==> src/rtl/mem_port_arbiter.sv <==
// Shares one single-port synchronous memory between instruction fetch and data load/store.
// Data has priority; a starvation counter forces a fetch grant after STARVE_LIMIT contested data wins.
module mem_port_arbiter #(
  parameter int unsigned WAIT_CYCLES  = 2,
  parameter int unsigned STARVE_LIMIT = 4
) (
  input  logic        CLK,
  input  logic        RSTn,
  input  logic        if_req,
  input  logic [31:0] if_addr,
  output logic        if_gnt,
  output logic        if_rvalid,
  output logic [31:0] if_rdata,
  input  logic        d_req,
  input  logic        d_wen,
  input  logic [3:0]  d_be,
  input  logic [31:0] d_addr,
  input  logic [31:0] d_wdata,
  output logic        d_gnt,
  output logic        d_rvalid,
  output logic [31:0] d_rdata,
  output logic        mem_cs,
  output logic        mem_wen,
  output logic [3:0]  mem_be,
  output logic [31:0] mem_addr,
  output logic [31:0] mem_wdata,
  input  logic [31:0] mem_rdata,
  output logic        busy
);

  localparam int unsigned SW = (STARVE_LIMIT < 1) ? 1 : $clog2(STARVE_LIMIT + 1);

  typedef enum logic [1:0] {S_IDLE, S_ACCESS, S_WAIT, S_RESP} state_e;

  state_e        state_q;
  logic          owner_if_q;
  logic [SW-1:0] starve_q, starve_d;
  logic [3:0]    wcnt_q;
  logic          mem_cs_q, mem_wen_q;
  logic [3:0]    mem_be_q;
  logic [31:0]   mem_addr_q, mem_wdata_q;
  logic          if_rvalid_q, d_rvalid_q;
  logic [31:0]   if_rdata_q, d_rdata_q;
  logic          idle, resp, d_win;

  assign idle = (state_q == S_IDLE);
  assign resp = (state_q == S_RESP);

  always_comb begin
    d_win  = d_req && (!if_req || (starve_q < SW'(STARVE_LIMIT)));
    d_gnt  = RSTn && idle && d_win;
    if_gnt = RSTn && idle && if_req && !d_win;
    starve_d = starve_q;
    if (if_gnt)
      starve_d = '0;
    else if (d_gnt && if_req)
      starve_d = starve_q + SW'(1);
  end

  always_ff @(posedge CLK) begin
    if (!RSTn) begin
      state_q     <= S_IDLE;
      owner_if_q  <= 1'b0;
      starve_q    <= '0;
      wcnt_q      <= '0;
      mem_cs_q    <= 1'b0;
      mem_wen_q   <= 1'b1;
      mem_be_q    <= '0;
      mem_addr_q  <= '0;
      mem_wdata_q <= '0;
      if_rvalid_q <= 1'b0;
      d_rvalid_q  <= 1'b0;
      if_rdata_q  <= '0;
      d_rdata_q   <= '0;
    end else begin
      case (state_q)
        S_IDLE: begin
          if (if_gnt || d_gnt) begin
            state_q     <= S_ACCESS;
            owner_if_q  <= if_gnt;
            starve_q    <= starve_d;
            mem_cs_q    <= 1'b1;
            mem_wen_q   <= if_gnt ? 1'b1 : d_wen;
            mem_be_q    <= if_gnt ? 4'b1111 : d_be;
            mem_addr_q  <= if_gnt ? if_addr : d_addr;
            mem_wdata_q <= if_gnt ? '0 : d_wdata;
          end
        end
        S_ACCESS: begin
          mem_cs_q <= 1'b0;
          wcnt_q   <= 4'(WAIT_CYCLES);
          if (WAIT_CYCLES == 0) begin
            state_q     <= S_RESP;
            if_rvalid_q <= owner_if_q;
            d_rvalid_q  <= !owner_if_q;
          end else begin
            state_q <= S_WAIT;
          end
        end
        S_WAIT: begin
          wcnt_q <= wcnt_q - 4'd1;
          if (wcnt_q == 4'd1) begin
            state_q     <= S_RESP;
            if_rvalid_q <= owner_if_q;
            d_rvalid_q  <= !owner_if_q;
          end
        end
        S_RESP: begin
          state_q     <= S_IDLE;
          if_rvalid_q <= 1'b0;
          d_rvalid_q  <= 1'b0;
          if (owner_if_q)
            if_rdata_q <= mem_rdata;
          else
            d_rdata_q <= mem_wen_q ? mem_rdata : '0;
          mem_wen_q   <= 1'b1;
          mem_be_q    <= '0;
          mem_addr_q  <= '0;
          mem_wdata_q <= '0;
        end
      endcase
    end
  end

  // Read data passes straight through during RESP; the held copy covers every other cycle.
  assign if_rdata  = (resp && owner_if_q) ? mem_rdata : if_rdata_q;
  assign d_rdata   = (resp && !owner_if_q) ? (mem_wen_q ? mem_rdata : '0) : d_rdata_q;
  assign if_rvalid = if_rvalid_q;
  assign d_rvalid  = d_rvalid_q;
  assign mem_cs    = mem_cs_q;
  assign mem_wen   = mem_wen_q;
  assign mem_be    = mem_be_q;
  assign mem_addr  = mem_addr_q;
  assign mem_wdata = mem_wdata_q;
  assign busy      = !idle;

endmodule

==> config.mk <==
export PLATFORM = sky130hd
export DESIGN_NAME = mem_port_arbiter
export DESIGN_NICKNAME = d
export VERILOG_FILES = /design/src/rtl/mem_port_arbiter.sv
export SDC_FILE = /design/constraint.sdc
export NUM_CORES = 1
export LEC_CHECK = 0
export ABC_CLOCK_PERIOD_IN_PS = 4000
export BUFFER_PORTS_ARGS = -buffer_cell sky130_fd_sc_hd__buf_2
export CAP_MARGIN = 30
export CORE_ASPECT_RATIO = 1.4
export CORE_MARGIN = 5
export CORE_UTILIZATION = 51
export DETAILED_ROUTE_END_ITERATION = 12
export GPL_ROUTABILITY_DRIVEN = 1
export GPL_TIMING_DRIVEN = 0
export PLACE_DENSITY_LB_ADDON = 0.1
export SYNTH_ARGS = -nofsm -noshare
export SYNTH_HDL_FRONTEND = slang
export SYNTH_SLANG_ARGS = --single-unit
==> constraint.sdc <==
create_clock -name CLK -period 4 [get_ports CLK]
set_clock_uncertainty 0.05 [all_clocks]
set_input_delay 0.4 -clock CLK [delete_from_list [all_inputs] [get_ports CLK]]
set_output_delay 0.4 -clock CLK [all_outputs]
set_load 0.05 [all_outputs]
==> flow_metrics.py <==
metrics = {
    "routing": {
        "vias_per_cell": 5.618,
        "wl_mm": 19.72,
        "drcViolationCount": 0,
        "drt_iter0_drc": 205,
        "avgRoutedWirePerCell_um": 17.83,
        "num_vias": 6214,
        "dr.pass1.iters": 5,
        "ant_nets": 0,
    },
    "setup_path": {
        "timing_worst_setup_path_type": "reg2out",
        "cp_max_fo": 10,
        "start_kind": "register",
        "end_kind": "output pin",
        "worst_ep_arrival_time_ns": 2.35,
        "crit_required_ns": 3.55,
    },
    "power": {
        "p_seq_frac": 0.316,
        "powerDensity_mw_per_mm2": 672.8,
        "p_clk_frac": 0.276,
        "combPwrFrac": 0.408,
        "switching_power_mw": 2.512,
        "peakVddDrop_mv": 0.4000,
        "p_sw_frac": 0.4393,
        "leakage_nw": 4.200,
        "p_int_mw": 3.206,
    },
    "clock_tree": {
        "path_clk_slew_ns": 0.07,
        "cts_tree": "built",
        "clock-root-buffer": "clkbuf_16",
        "worstSkewPairLatency_ns": 0.41,
        "cts_resized": 0,
        "cts.sinks": 146,
        "htreeDepth": 4,
        "post-cts-setup-buffers": 0,
        "ctsHoldBuffers": 0,
        "clockBufferDepth": 2,
        "cts_made_buffers": 17,
    },
    "yosys": {
        "synth_area_leader_cell": "dfxtp_1",
        "async_flop_share": 0,
        "synth_area_mm2": 0.006352,
        "synth_top_area_share": 0.4601,
        "synth-seq-cells": 146,
        "ys_seq_area_frac": 0.4601,
        "synth_edf_count": 0,
        "synth_nets": 795,
        "yosysUniqueCellTypes": 45,
        "syn_avg_cell_area_um2": 9.773,
        "synth_cells": 650,
        "ys_warn_count": 0,
        "yosys-top-cells-area": "dfxtp_1, mux2_4, nand2_1",
        "ys.flop_type": "dfxtp_1",
    },
    "floorplan": {
        "die_x_um": 104.3,
        "rows": 48,
        "die_area_mm2": 0.01482,
        "die_height_um": 142.1,
        "placeableCoreArea_mm2": 0.01225,
        "ios": 276,
        "start_util": 0.5185,
    },
    "timing": {
        "setup_slack_ns": 1.200,
        "period_minus_slack_ns": 2.800,
        "slew_viol_final": 0,
        "final.setup.tns_ns": 0,
        "hold_viol": 0,
        "fmax_mhz": 357.1,
        "report.final.setup_viol": 0,
        "relSlewSlack": 0.6187,
        "grt_setup_unrepaired": "no",
        "worstMarginPinSlew_ns": 0.5720,
        "post-route-period-util": 0.7001,
    },
    "layout": {
        "instances_no_fill": 1106,
        "ff_latch_area_mm2": 0.002923,
        "post-route-util": 0.6937,
        "multi_input_area_mm2": 0.002910,
        "final_net_count": 1088,
        "drive_above_1_share": 0.3975,
        "antenna_cells": 0,
        "synthToLayoutAreaGrowth_pct": 33.80,
        "nFillCells": 1025,
        "final_cell_area_mm2": 0.008499,
    },
    "place": {
        "placed_cell_area_mm2": 0.007911,
        "dp.cells": 1074,
        "hpwl_mm": 15.13,
        "port_buffers": 274,
        "place_congestion": 0.8300,
        "pre_cts_ws_ns": 1.666,
    },
    "job": {
        "drv_cap": 0,
    },
    "grt": {
        "grt_pass1_vias": 6482,
        "grt_overflow": 0,
        "grt_first_pass_wirelength_mm": 31.44,
        "antenna_found_initial": 0,
        "track_usage": 0.2544,
        "grt_start_max_net_pins": 17,
    },
    "status": {
        "status": "finished, final reports clean",
    },
    "min_path": {
        "hold_path_class": "in2reg",
    },
}
[metal layers]
metal / vias up / wire length [µm] / share of wire / track usage
met4: 0 / 568 / 0.029 / 0.1078
met3: 47 / 1594 / 0.081 / 0.07626
met2: 281 / 10420 / 0.53 / 0.4735
li1: 2957 / - / - / -
met5: - / 0 / 0 / 0
met1: 2929 / 7138 / 0.36 / 0.2629
[synthesized netlist by cell type (2+ instances only)]
cell / instances
o21a_1: 2
dfxtp_1: 146
ha_1: 8
o21ai_0: 5
nand2_1: 78
nand3_1: 34
mux2_4: 30
nor2b_1: 3
inv_1: 42
buf_1: 2
buf_2: 22
and2_1: 32
buf_6: 11
nor2_1: 3
nand4_1: 2
a21oi_1: 43
o221ai_1: 32
nand2b_1: 2
nand4b_1: 33
buf_4: 3
o2bb2ai_1: 4
clkbuf_1: 25
o2111ai_1: 32
a22o_1: 32
a2bb2oi_1: 2
mux2_2: 2
or3_1: 2
[stage by stage]
step / hold WS, ns / power, mW
detailed placement: 0.3933 / 4.161
global placement: 0.3942 / 4.099
finish: 0.1341 / 5.718
floorplan: 0.3856 / 3.556
global route: 0.1376 / 5.983
CTS: 0.1224 / 5.738
[critical path, stage by stage, from the launching register on]
cell and delay (ns):
dfxtp_1 0.39, ha_1 0.30, buf_6 0.19, clkbuf_1 0.44, nand4b_1 0.21, nand2_1 0.14, buf_2 0.27
[final timing paths]
check | startpoint | to | slack (ns) | depth (start not counted)
setup / recovery | state_q[1] | d_rdata[5] | 1.20 | 6
hold / removal | d_wdata[7] | mem_wdata[7] | 0.13 | 2
setup reg to reg | state_q[0] | mem_addr[18] | 1.98 | 7
hold reg to reg | starve_q[1] | starve_q[1] | 0.41 | 2
[cells by family after synthesis]
family,count (synthesis),share of synthesized area
compound gates,162,0.1980
fa+ha+maj,8,0.01576
buf+inv,106,0.08174
flops,146,0.4601
mux,33,0.07603
simple gates,195,0.1684
[registers in the layout, indices dropped and copies added, names as in the netlist]
register and cells:
d_rdata_q 32, if_rdata_q 32, mem_addr 32, mem_wdata 32
mem_be 4, wcnt_q 4, starve_q 3, state_q 2
d_rvalid 1, if_rvalid 1, mem_cs 1, mem_wen 1
owner_if_q 1
[placed cells by master, fill, tap and decap left out, drive strengths merged, types with 3 or more instances in the layout]
| master | synthesis | final |
|---|---|---|
| a21oi | 43 | 43 |
| nand4b | 33 | 33 |
| clkinv | 0 | 3 |
| nor2 | 3 | 3 |
| o2111ai | 32 | 32 |
| mux2 | 32 | 32 |
| o2bb2ai | 4 | 4 |
| clkbuf | 25 | 42 |
| nor2b | 3 | 3 |
| nand3 | 34 | 34 |
| dfxtp | 146 | 146 |
| and2 | 32 | 32 |
| inv | 43 | 52 |
| o21ai | 6 | 6 |
| o221ai | 32 | 32 |
| buf | 38 | 312 |
| a22o | 32 | 32 |
| nand2 | 79 | 79 |
| ha | 8 | 8 |
[power by group through the flow]
stage,combinational (mW),clock (mW),sequential (mW)
CTS,2.34,1.59,1.80
floorplan,1.14,0,2.42
global placement,2.28,0,1.82
detailed placement,2.33,0,1.83
finish,2.33,1.58,1.81
global route,2.49,1.66,1.83
[area by class of cell]
class | instances | area share
flip-flops and latches | 146 | 0.3439
multi-input cells | 398 | 0.3424
repair buffers | 274 | 0.1613
clock buffers | 17 | 0.05005
plain buffers | 63 | 0.04210
well taps | 150 | 0.02208
clock inverters | 15 | 0.01914
inverters | 43 | 0.01899
Note: power is estimated with default switching activity, not from simulation.
